### config.mk
export PLATFORM = sky130hd
export DESIGN_NAME = pipe_stage_reg
export DESIGN_NICKNAME = d
export VERILOG_FILES = /design/src/rtl/pipe_stage_reg.sv
export SDC_FILE = /design/constraint.sdc
export NUM_CORES = 1
export LEC_CHECK = 0
export ABC_AREA = 0
export BUFFER_PORTS_ARGS = -buffer_cell sky130_fd_sc_hd__buf_4
export CAP_MARGIN = 10
export CORE_ASPECT_RATIO = 1.75
export CORE_MARGIN = 5
export CORE_UTILIZATION = 35
export DETAILED_ROUTE_END_ITERATION = 10
export RECOVER_POWER = 50
export REMOVE_ABC_BUFFERS = 1
export SLEW_MARGIN = 20
export SYNTH_ARGS = -nofsm -noshare
export SYNTH_HDL_FRONTEND = slang
export SYNTH_SLANG_ARGS = --single-unit
### constraint.sdc
create_clock -name clk -period 2.3 [get_ports clk]
set_input_delay 0.115 -clock clk [delete_from_list [all_inputs] [get_ports clk]]
set_output_delay 0.115 -clock clk [all_outputs]
set_load 0.01 [all_outputs]
### src/rtl/pipe_stage_reg.sv
// -----------------------------------------------------------------------------
// pipe_stage_reg
//
// Generic pipeline-stage register placed between two core stages. Each beat
// carries a control field (side-effect enables such as reg_write/mem_write)
// and a data field (pc, alu result, operands, rd, funct3, ...). The stage uses
// a valid/ready handshake for stalls and a synchronous flush for kills. The
// control field is masked to zero whenever the stage presents a bubble.
//
// Parameters:
//   CTRL_W  width of the control field (zeroed on bubbles)
//   DATA_W  width of the data field
//   SKID    1: two-entry skid buffer, in_ready comes straight from a flop
//           0: single entry, in_ready is combinational from out_ready
//
// Ports:
//   clk        clock, rising edge
//   rst_n      asynchronous active-low reset
//   in_valid   upstream beat present
//   in_ready   stage can accept a beat this cycle
//   in_ctrl    upstream control field
//   in_data    upstream data field
//   flush      synchronous kill of all held beats
//   out_valid  downstream beat present
//   out_ready  downstream accepts
//   out_ctrl   control field, all-zero while out_valid=0
//   out_data   data field, stale-but-stable while out_valid=0
//   occupancy  number of held beats (0..2, at most 1 when SKID=0)
// -----------------------------------------------------------------------------
module pipe_stage_reg #(
    parameter int unsigned CTRL_W = 5,
    parameter int unsigned DATA_W = 104,
    parameter bit          SKID   = 1'b1
) (
    input  logic              clk,
    input  logic              rst_n,
    input  logic              in_valid,
    output logic              in_ready,
    input  logic [CTRL_W-1:0] in_ctrl,
    input  logic [DATA_W-1:0] in_data,
    input  logic              flush,
    output logic              out_valid,
    input  logic              out_ready,
    output logic [CTRL_W-1:0] out_ctrl,
    output logic [DATA_W-1:0] out_data,
    output logic [1:0]        occupancy
);

    // Main entry: always the one presented downstream.
    logic              m_valid_q, m_valid_d;
    logic [CTRL_W-1:0] m_ctrl_q,  m_ctrl_d;
    logic [DATA_W-1:0] m_data_q,  m_data_d;

    // Skid-entry valid as seen from the shared output logic (0 when SKID=0).
    logic              skid_valid;
    logic              accept;

    assign accept = in_valid & in_ready;

    // NOTE: sequential state uses non-blocking assignments only; all
    // next-state decisions are made in always_comb on the _d signals.
    // NOTE: ctrl/data payload registers are reset as well, so out_data reads
    // a defined zero straight out of reset rather than X.
    always_ff @(posedge clk or negedge rst_n) begin
        if (!rst_n) begin
            m_valid_q <= 1'b0;
            m_ctrl_q  <= '0;
            m_data_q  <= '0;
        end else begin
            m_valid_q <= m_valid_d;
            m_ctrl_q  <= m_ctrl_d;
            m_data_q  <= m_data_d;
        end
    end

    generate
        if (SKID) begin : g_skid
            logic              s_valid_q, s_valid_d;
            logic [CTRL_W-1:0] s_ctrl_q,  s_ctrl_d;
            logic [DATA_W-1:0] s_data_q,  s_data_d;
            logic              in_ready_q;

            // NOTE: every signal written here gets a default first, so no
            // path through the branches can infer a latch.
            always_comb begin
                m_valid_d = m_valid_q;
                m_ctrl_d  = m_ctrl_q;
                m_data_d  = m_data_q;
                s_valid_d = s_valid_q;
                s_ctrl_d  = s_ctrl_q;
                s_data_d  = s_data_q;

                if (flush) begin
                    // Kill only the valid bits; payload keeps its stale value.
                    m_valid_d = 1'b0;
                    s_valid_d = 1'b0;
                end else if (!m_valid_q || out_ready) begin
                    // Main is free this edge. The skid beat is older than
                    // anything on the input, so it moves first. An accept
                    // cannot coincide with a full skid (in_ready=~s_valid).
                    if (s_valid_q) begin
                        m_valid_d = 1'b1;
                        m_ctrl_d  = s_ctrl_q;
                        m_data_d  = s_data_q;
                        s_valid_d = 1'b0;
                    end else if (accept) begin
                        m_valid_d = 1'b1;
                        m_ctrl_d  = in_ctrl;
                        m_data_d  = in_data;
                    end else begin
                        m_valid_d = 1'b0;
                    end
                end else if (accept) begin
                    // Main is stalled: park the new beat behind it.
                    s_valid_d = 1'b1;
                    s_ctrl_d  = in_ctrl;
                    s_data_d  = in_data;
                end
            end

            // in_ready is its own flop, computed from the skid next state,
            // so the ready path to upstream is fully registered.
            always_ff @(posedge clk or negedge rst_n) begin
                if (!rst_n) begin
                    s_valid_q  <= 1'b0;
                    s_ctrl_q   <= '0;
                    s_data_q   <= '0;
                    in_ready_q <= 1'b1;
                end else begin
                    s_valid_q  <= s_valid_d;
                    s_ctrl_q   <= s_ctrl_d;
                    s_data_q   <= s_data_d;
                    in_ready_q <= ~s_valid_d;
                end
            end

            assign in_ready   = in_ready_q;
            assign skid_valid = s_valid_q;
        end else begin : g_noskid
            always_comb begin
                m_valid_d = m_valid_q;
                m_ctrl_d  = m_ctrl_q;
                m_data_d  = m_data_q;

                if (flush) begin
                    m_valid_d = 1'b0;
                end else if (accept) begin
                    m_valid_d = 1'b1;
                    m_ctrl_d  = in_ctrl;
                    m_data_d  = in_data;
                end else if (m_valid_q && out_ready) begin
                    m_valid_d = 1'b0;
                end
            end

            // Free whenever the held beat leaves this cycle or nothing is held.
            assign in_ready   = out_ready | ~m_valid_q;
            assign skid_valid = 1'b0;
        end
    endgenerate

    assign out_valid = m_valid_q;
    // Masking keeps stale write enables from reaching the next stage.
    assign out_ctrl  = m_valid_q ? m_ctrl_q : '0;
    assign out_data  = m_data_q;
    assign occupancy = {1'b0, m_valid_q} + {1'b0, skid_valid};

endmodule
# Word level (Yosys, flattened, before mapping)
# Cells that the tools add are included.
[word_totals] regBits=221 latchBits=0 ram_bits=0 mem_bits_ro=0 inputBits=114 output_inout_bits=113 memories=0
[op_classes] n_addsub=1 multipliers=0 div_mod_pow=0 magnitude_cmp=0 eq_ne=0 n_shift=0 n_mux=12 bitwise_logic=4 n_reduce_logical=6
[op_table] op="$mux 104" n=2
[op_table] op="$mux 5" n=3
[op_table] op="$mux 1" n=7
[op_table] op="$reduce_and 3->1" n=2
[op_table] op="$reduce_bool 2->1" n=2
[op_table] op="$not 1->1" n=3
[op_table] op="$add 1x1->2" n=1
[op_table] op="$and 1x1->1" n=1
[op_table] op="$logic_not 1->1" n=1
[op_table] op="$logic_or 1x1->1" n=1

# Logic depth before layout (Yosys ltp)
# Gate-level depths: netlist of the first run.
[logic_depth] word_depth=5 ltp_mapped=6 mapped_depth_nobuf=3

# Worst setup path before layout of the first run
# No wires, ideal clock.
[synth_path] path_kind="flip-flop to flip-flop" from="register g_skid.in_ready_q (netlist: in_ready)" to="register m_data_q[71] (netlist: out_data[71])" setup_ns=0.125 t_arrival_ns=1.676 setup_slack_ns=0.499 path_stages_with_launch=7 period_less_slack_ns=1.801 path_cell_list="dfstp_2 -> a21oi_1 -> nor3_1 -> buf_2 -> buf_2 -> buf_4 -> mux2_2"
[synth_via] elab_chain_len=3
[synth_rtl] item="start, declared" line_no="81" text="logic in_ready_q;"
[synth_rtl] item="start signal, assigned" line_no="133" text="in_ready_q <= ~s_valid_d;"
[synth_rtl] item="$and 1x1->1" line_no="58" text="assign accept = in_valid & in_ready;"
[synth_rtl] item="$reduce_bool 2->1 (no source line)"
[synth_rtl] item="$reduce_and 3->1 (no source line)"
[synth_rtl] item="end signal, assigned" line_no="72" text="m_data_q <= m_data_d;"
[synth_rtl] item="end, declared" line_no="52" text="logic [DATA_W-1:0] m_data_q, m_data_d;"
# Every way passes these cells.
# A chain may end at the register's enable or synchronous reset.

# Final worst setup path of the first run
[layout_path] from="register m_valid_q (netlist: out_valid)" to="register g_skid.s_data_q[64]"
[layout_via] elab_chain_len=4
[layout_rtl] item="start, declared" line_no="50" text="logic m_valid_q, m_valid_d;"
[layout_rtl] item="start signal, assigned" line_no="70" text="m_valid_q <= m_valid_d;"
[layout_rtl] item="$logic_not 1->1" line_no="97" text="end else if (!m_valid_q || out_ready) begin"
[layout_rtl] item="$logic_or 1x1->1" line_no="97"
[layout_rtl] item="$not 1->1 (no source line)"
[layout_rtl] item="$reduce_and 3->1 (no source line)"
[layout_rtl] item="end signal, assigned" line_no="132" text="s_data_q <= s_data_d;"
[layout_rtl] item="end, declared" line_no="80" text="logic [DATA_W-1:0] s_data_q, s_data_d;"
# Every way passes these cells.

==> metrics.md, run 1 <==
| Metric | Value |
|---|---|
| Outcome | finished clean |
| Post-synthesis sequential area ratio | 58.04% |
| Cell chain of the critical path | or3b_4 > nor2_8 > buf_12 > mux2_2 |
| Root buffer cell | clkbuf_16 |
| Ys async rst share | 100.0% |
| Syn Inst Count | approximately 600 |
| Share of the synthesized area in the top cell type | 57.77% |
| Post-Synth Adder-Cell Area | 0.1313% |
| Final worst setup slack | 407.3 ps |
| Syn avg cell area | 15.91 um2 |
| Largest family of logic cells by synthesized area | multiplexers |
| Slowest-stage cell, CP | or3b_4 |
| Vias in the first global route | 6,807 |
| Crit path largest cell delay | 450 ps |
| TritonRoute pass-1 iters | 3 |
| F_max | 528.4 MHz |
| Main synth FF type | dfrtp_1 |
| Largest net degree at the start of global routing | 93 |
| Power share of the combinational group | 20.8% |
| Sw power | 2.864 mW |
| Pre-CTS setup slack | 398.7 ps |
| Synth top area cells | dfrtp_1, mux2_2, mux2_1 |
| Final hold vios | 0 |
| Max-capacitance violation count | 0 |
| Detailed Route WL | 22,660 um |
| Longest Clk Path Bufs | 3 |
| P per Cell Area | around 840 nW/um2 |
| Final cell count without fillers | between 1,000 and 1,500 |
| First-pass GRT wire length | 36,560 um |
| Die ar. | 30,760 um2 |
| Simple-Gate Fraction of Synth Area | less than 1% |
| Tmin final | 1893 ps |
| Power Internal | 8.255 mW |
| Fin crit share | 82.29% |
| Htree depth | 1 |
| Synth Register Bits | 221 |
| Sw Share | between 20 and 30% |
| Final Max Tran Viols | 0 |
| CTS tree | done |
| Seq pwr share | 48.0% |
| RSZ-0062 raised after global routing | false |
| Hold slack | 135.0 ps |
| Total negative slack | 0 ps |
| Critical path class | reg -> reg |
| Cell family with most CP delay | simple AND/OR/NAND/NOR gates |
| Hold Crit Class | in -> reg |
| Count of final setup violators | 0 |
| Dpl cells | 1,170 |
| Crit. End Element | flop |
| Critical path launch point type | flop |
| Clock sinks | 221 |
| Layout Nets | 1,053 |
| Wire per inst | 17.13 um |
| Cts bufs inserted | 22 |
| Compound-gate portion of the synthesized area | 0.05251% |
| Crit path DAT | 2290 ps |
| Core box area | 27,130 um2 |
| Initial antenna violation count | 1 |
| Proportion of synthesized area in mux cells | between 30% and 40% |
| CP bufs+invs | 1 |
| Synthesized area | between 9000 and 10,000 um2 |
| Skew-Pair Late Insertion Delay | 510 ps |
| Initial DRC count | 125 |
| XOR/XNOR share of the synthesized area | 0% |
| Netlist cell types | 19 |
| Core Rows | 80 |
| Clock share of power | a little under a third |
| Initial Util | between 30% and 40% |
| # DRC | 0 |
| CP Max Fanout | 61 |
| Die height | ~230 um |
| Max VDD drop | 0.6116 mV |
| Clock Skew | 8.589 ps |
| Vias | 6,114 |
| RePlAce Congestion | 0.7611 |
| Worst-margin pin slew | 1085 ps |
| I/O pins | 227 |
| Yosys warns | 0 |
| Share of cells above drive strength 1 | 56.56% |
| Clk slew on worst S/H paths | 60 ps |
| Tot GR Track Use | between 10% and 20% |
| Leak | 5.759 nW |
| Input/output buffers | 226 |
| Grt ovf | 0 |
| Hpwl dp | roughly 15,000 um |
| Post-route ant nets | 0 |
| Via density | 4.621 |
| EDFF count, synth | 0 |
| Data required time of the critical path | about 2700 ps |
| Die span in x | 134.7 um |
| Rel. slew slack | 27.68% |
| Leading area contributor after synthesis | dfrtp_1 |
| Layout area overhead | 39.25% |
cell families (layout without fill, tap and decap cells):
family                   count (synthesis)  after routing
flip-flops                             221            221
multiplexers                           327            327
AND/OR/NAND/NOR                         13             13
AO/OA/AOI/OAI                            1              1
other                                    0              1
buffers and inverters                   36            390
adder cells (fa/ha/maj)                  1              1
per-stage QoR:
stage / power [mW] / instance area [um2] / util, %
2_1_floorplan: 6.587 / 9329 / -
3_3_place_gp: 7.722 / 11690 / 43.08
3_5_place_dp: 7.803 / 11690 / 43.08
4_1_cts: 11.52 / 13510 / 49.81
5_1_grt: 11.76 / 13270 / 48.93
6_report: 11.12 / 13270 / 48.93
cell type report:
type                    count  area [um2]
diodes                      1       2.502
clock buffers              32       659.4
clock inverters             7       35.03
fillers                  2449       13850
inverters                   1       3.754
multi-input cells         342        3799
flip-flops and latches    221        5535
well taps                 369       461.7
repair buffers            350        2775
worst register-to-register path, stage by stage (launching register included):
cell and delay [ps]:
dfrtp_1 440, or3b_4 450, nor2_8 130, buf_12 300, mux2_2 460
registers in the layout, indices dropped and copies added, names as in the netlist:
register and flops:
g_skid.s_valid_q 1, in_ready 1, g_skid.s_data_q 104, m_ctrl_q 5
g_skid.s_ctrl_q 5, out_data 104, out_valid 1
timing repair:
| item | 4_1_cts | 5_1_grt |
|---|---|---|
| hold buffers | 113 | 0 |
| gates resized for setup | 0 | 0 |
| endpoints found under the hold margin | 304 | 0 |
| setup buffers | 0 | 0 |
cell usage in the layout, fill, tap and decap left out, types with 3 or more instances in the layout:
cell | synthesis | final
buf_12 | 0 | 6
and2_1 | 5 | 5
clkbuf_1 | 0 | 60
mux2_1 | 10 | 10
clkbuf_16 | 0 | 23
clkbuf_8 | 0 | 5
clkinv_2 | 0 | 7
dfrtp_1 | 220 | 219
dlygate4sd3_1 | 0 | 113
mux2_2 | 317 | 317
buf_4 | 10 | 171
clkbuf_2 | 0 | 3
cell usage after synthesis (2+ instances only):
library cell	instances
and2_1	5
buf_1	9
buf_2	14
buf_4	10
buf_6	2
dfrtp_1	220
mux2_1	10
mux2_2	317
nand2_1	2
routing by layer:
metal / share of wire (%) / GRT usage [%]
met4: 3.5 / 6.178
met2: 58 / 28.59
met1: 34 / 15.21
met5: 0 / 0
met3: 4.2 / 2.423
power by group through the flow:
stage	Sequential, mW	Clock [mW]	Combinational, mW
5_1_grt	5.46	3.78	2.52
2_1_floorplan	5.47	0	1.12
3_5_place_dp	5.43	0	2.38
3_3_place_gp	5.40	0	2.33
4_1_cts	5.36	3.63	2.54
6_report	5.33	3.47	2.31
worst paths after layout:
path | from | end | slack (ps) | depth (start not counted)
worst max-delay path | out_valid | g_skid.s_data_q[64] | 410 | 4
worst min-delay path | in_valid | in_ready | 140 | 3
worst max register to register | out_valid | g_skid.s_data_q[64] | 410 | 4
worst min register to register | g_skid.s_ctrl_q[0] | g_skid.s_ctrl_q[0] | 480 | 1
max in group asynchronous | rst_n | g_skid.s_valid_q | 670 | 3
min in group asynchronous | rst_n | out_data[14] | 150 | 2
Power figures use the tool's default switching activity.
==> run 2, diff against run 1 <==
ABC_AREA = 1   (was 0)
clock period = 1.9 ns   (was 2.3 ns; I/O delays follow)
==> run 2 against run 1 <==
- clock power increased by 28%
- synthesized area increased by 6.5%
- final area increased by 4.3%
- routed wire length increased by 42%
- critical path type is now reg -> out
==> metrics.md, run 2 <==
| Metric | Value |
|---|---|
| Clk slew on worst S/H paths | 60 ps |
| Crit. End Element | output pin |
| Post CTS Setup Buffer Count | 0 |
| Root buffer cell | clkbuf_16 |
| Met1 Use GR | 21.77% |
| Commonest cells in the synthesized netlist | nand2_1, dfrtp_1, nand3_1, buf_2, clkbuf_1 |
| Detailed Route WL | 32,260 um |
| Largest net degree at the start of global routing | 89 |
| Hpwl dp | a little under 20,000 um |
| Ys async rst share | 100.0% |
| Initial Util | 35.45% |
| CP bufs+invs | 2 |
| Netlist cell types | 15 |
| Max-capacitance violation count | 0 |
| Cell family with most CP delay | flip-flops |
| Die span in x | 138.7 um |
| Post-route ant nets | 0 |
| Outcome | finished clean |
| Worst-margin pin slew | 972.5 ps |
| Met3 Usage GRT | 2.581% |
| Yosys warns | 0 |
| Via density | ~4.8 |
| Initial antenna violation count | 6 |
| Layout area overhead | 36.44% |
| Sw Share | 29.63% |
| Grt ovf | 0 |
| Worst r2r path cells | 5 |
| Tmin final | 1837 ps |
| R2r setup slk | 400 ps |
| EDFF count, synth | 0 |
| CTS tree | done |
| RePlAce Congestion | 0.7835 |
| RSZ-0062 raised after global routing | false |
| Clock sinks | 221 |
| Hold slack | 73.81 ps |
| CP Max Fanout | 55 |
| Post-synthesis sequential area ratio | a little over half |
| Core Rows | 82 |
| Critical path launch point type | flop |
| Hold Crit Class | in -> reg |
| Power Internal | 9.424 mW |
| Synth top area cells | dfrtp_1, nand2_1, nand3_1 |
| # DRC | 0 |
| Max VDD drop | 0.7665 mV |
| Input/output buffers | 226 |
| Die ar. | 32,630 um2 |
| Skew-Pair Late Insertion Delay | 530 ps |
| Longest Clk Path Bufs | 3 |
| Main synth FF type | dfrtp_1 |
| Hold_sp | in_valid |
| Power share of the combinational group | 19.9% |
| Count of final setup violators | 0 |
| Htree depth | 1 |
| Rel. slew slack | between 30% and 40% |
| Critical path class | reg -> out |
| Synthesized area | 10,150 um2 |
| Worst Setup EP | occupancy[0] |
| P per Cell Area | roughly 970 nW/um2 |
| Most frequent cells in the layout | nand2_1, dfrtp_1, nand3_1 |
| Critical path depth in cells | 3 |
| Share of cells above drive strength 1 | 14.67% |
| Core box area | about 29,000 um2 |
| Seq pwr share | between 40% and 50% |
| Share of the synthesized area in the top cell type | 54.25% |
| Crit path DAT | ~1700 ps |
| Leak | 7.526 nW |
| Layout Nets | 1,729 |
| Die height | 235.2 um |
| Slowest-stage cell, CP | dfrtp_4 |
| Sw power | 3.969 mW |
| Cts bufs inserted | 23 |
| Initial DRC count | 414 |
| Met2 track demand over resource | 36.23% |
| Wire per inst | 16.03 um |
| Most frequent cell after synthesis | nand2_1 |
| Final Max Tran Viols | 0 |
| First-pass GRT wire length | 53,060 um |
| Final hold vios | 0 |
| F_max | around 540 MHz |
| I/O pins | 227 |
| Leading area contributor after synthesis | dfrtp_1 |
| Syn avg cell area | roughly 7.7 um2 |
| Fin crit share | 96.69% |
| R2R Path End | out_data[7] |
| Clock Skew | about 20 ps |
| Vias | 9,650 |
| Crit path largest cell delay | about 510 ps |
| Cell chain of the critical path | buf_16 > ha_1 > buf_4 |
| Clock share of power | 33.2% |
| Setup crit start | g_skid.s_valid_q |
| Most common cell after layout, fill and taps aside | nand2_1 |
| Syn Inst Count | ~1,300 |
| Global route hottest layer | met2 |
| Power, Total | between 10 and 15 mW |
| Vias in the first global route | 9,962 |
| Data required time of the critical path | 1800 ps |
| Tot GR Track Use | between 10% and 20% |
| Worst R2R Start | in_ready |
| TritonRoute pass-1 iters | 5 |
| Synth Register Bits | ~220 |
==> run 2: timing repair <==
action / 4_1_cts / 5_1_grt
endpoints found under the setup margin: 2 / 0
hold buffers: 111 / 0
endpoints found under the hold margin: 439 / 0
gates resized for setup: 1 / 0
==> run 2: worst reg2reg max path, delay by kind of cell (launching register included) <==
kind | cells | cell delay [ps]
DFF | 1 | 530
and+or+nand+nor | 4 | 480
buffers and inverters | 1 | 410
==> run 2: layer usage <==
metal,vias to the layer above,wire length [um]
li1,4713,-
met1,4574,12090
met2,277,16890
met3,84,1507
met4,2,1763
met5,-,7
==> run 2: final cells by class <==
type                       instances  area [um2]
antenna                            5       12.51
clock buffer                      35       700.7
clock inverter                     5       35.03
fill                            2864       14780
inverter                          11       43.79
multi-input combinational        997        4080
sequential                       221        5535
tap                              378       473.0
timing repair buffer             360        2964
==> run 2: logic make-up after synthesis <==
logic type / share of synthesized area (%)
buffers and inverters: 5.672
AO/OA/AOI/OAI: 0.2096
flip-flops: 54.51
adder cells (fa/ha/maj): 0.1233
AND/OR/NAND/NOR: 39.48
==> run 2: how the worst min path moves through the flow <==
| stage | end | slack (ps) | cells after the start |
|---|---|---|---|
| floorplan | g_skid.s_ctrl_q[0] | -200 | 0 |
| global placement | out_data[46] | -20 | 1 |
| detailed placement | out_data[3] | -8 | 1 |
| CTS | g_skid.s_data_q[42] | 20 | 2 |
| global route | out_data[22] | 100 | 5 |
| finish | out_data[92] | 70 | 5 |
==> run 2: power by group through the flow <==
stage | Combinational (mW) | Clock (mW) | Sequential (mW)
after CTS | 2.88 | 4.61 | 6.30
final | 2.66 | 4.45 | 6.29
after floorplan | 1.11 | 0 | 6.44
after global placement | 2.63 | 0 | 6.35
after detailed placement | 2.67 | 0 | 6.37
after global routing | 3.03 | 4.76 | 6.41
==> run 2: metrics by stage <==
stage               TNS (ps)  area, um2  std cells  setup slack, ps  util (%)
floorplan           -1176280       9613       1229            -7292         -
global placement           0      12180       1855            434.0     42.54
detailed placement         0      12180       1855            406.7     42.54
CTS                        0      14060       2007            26.33     49.13
global route               0      13840       2012            17.23     48.37
finish                     0      13840       2012            62.82     48.37
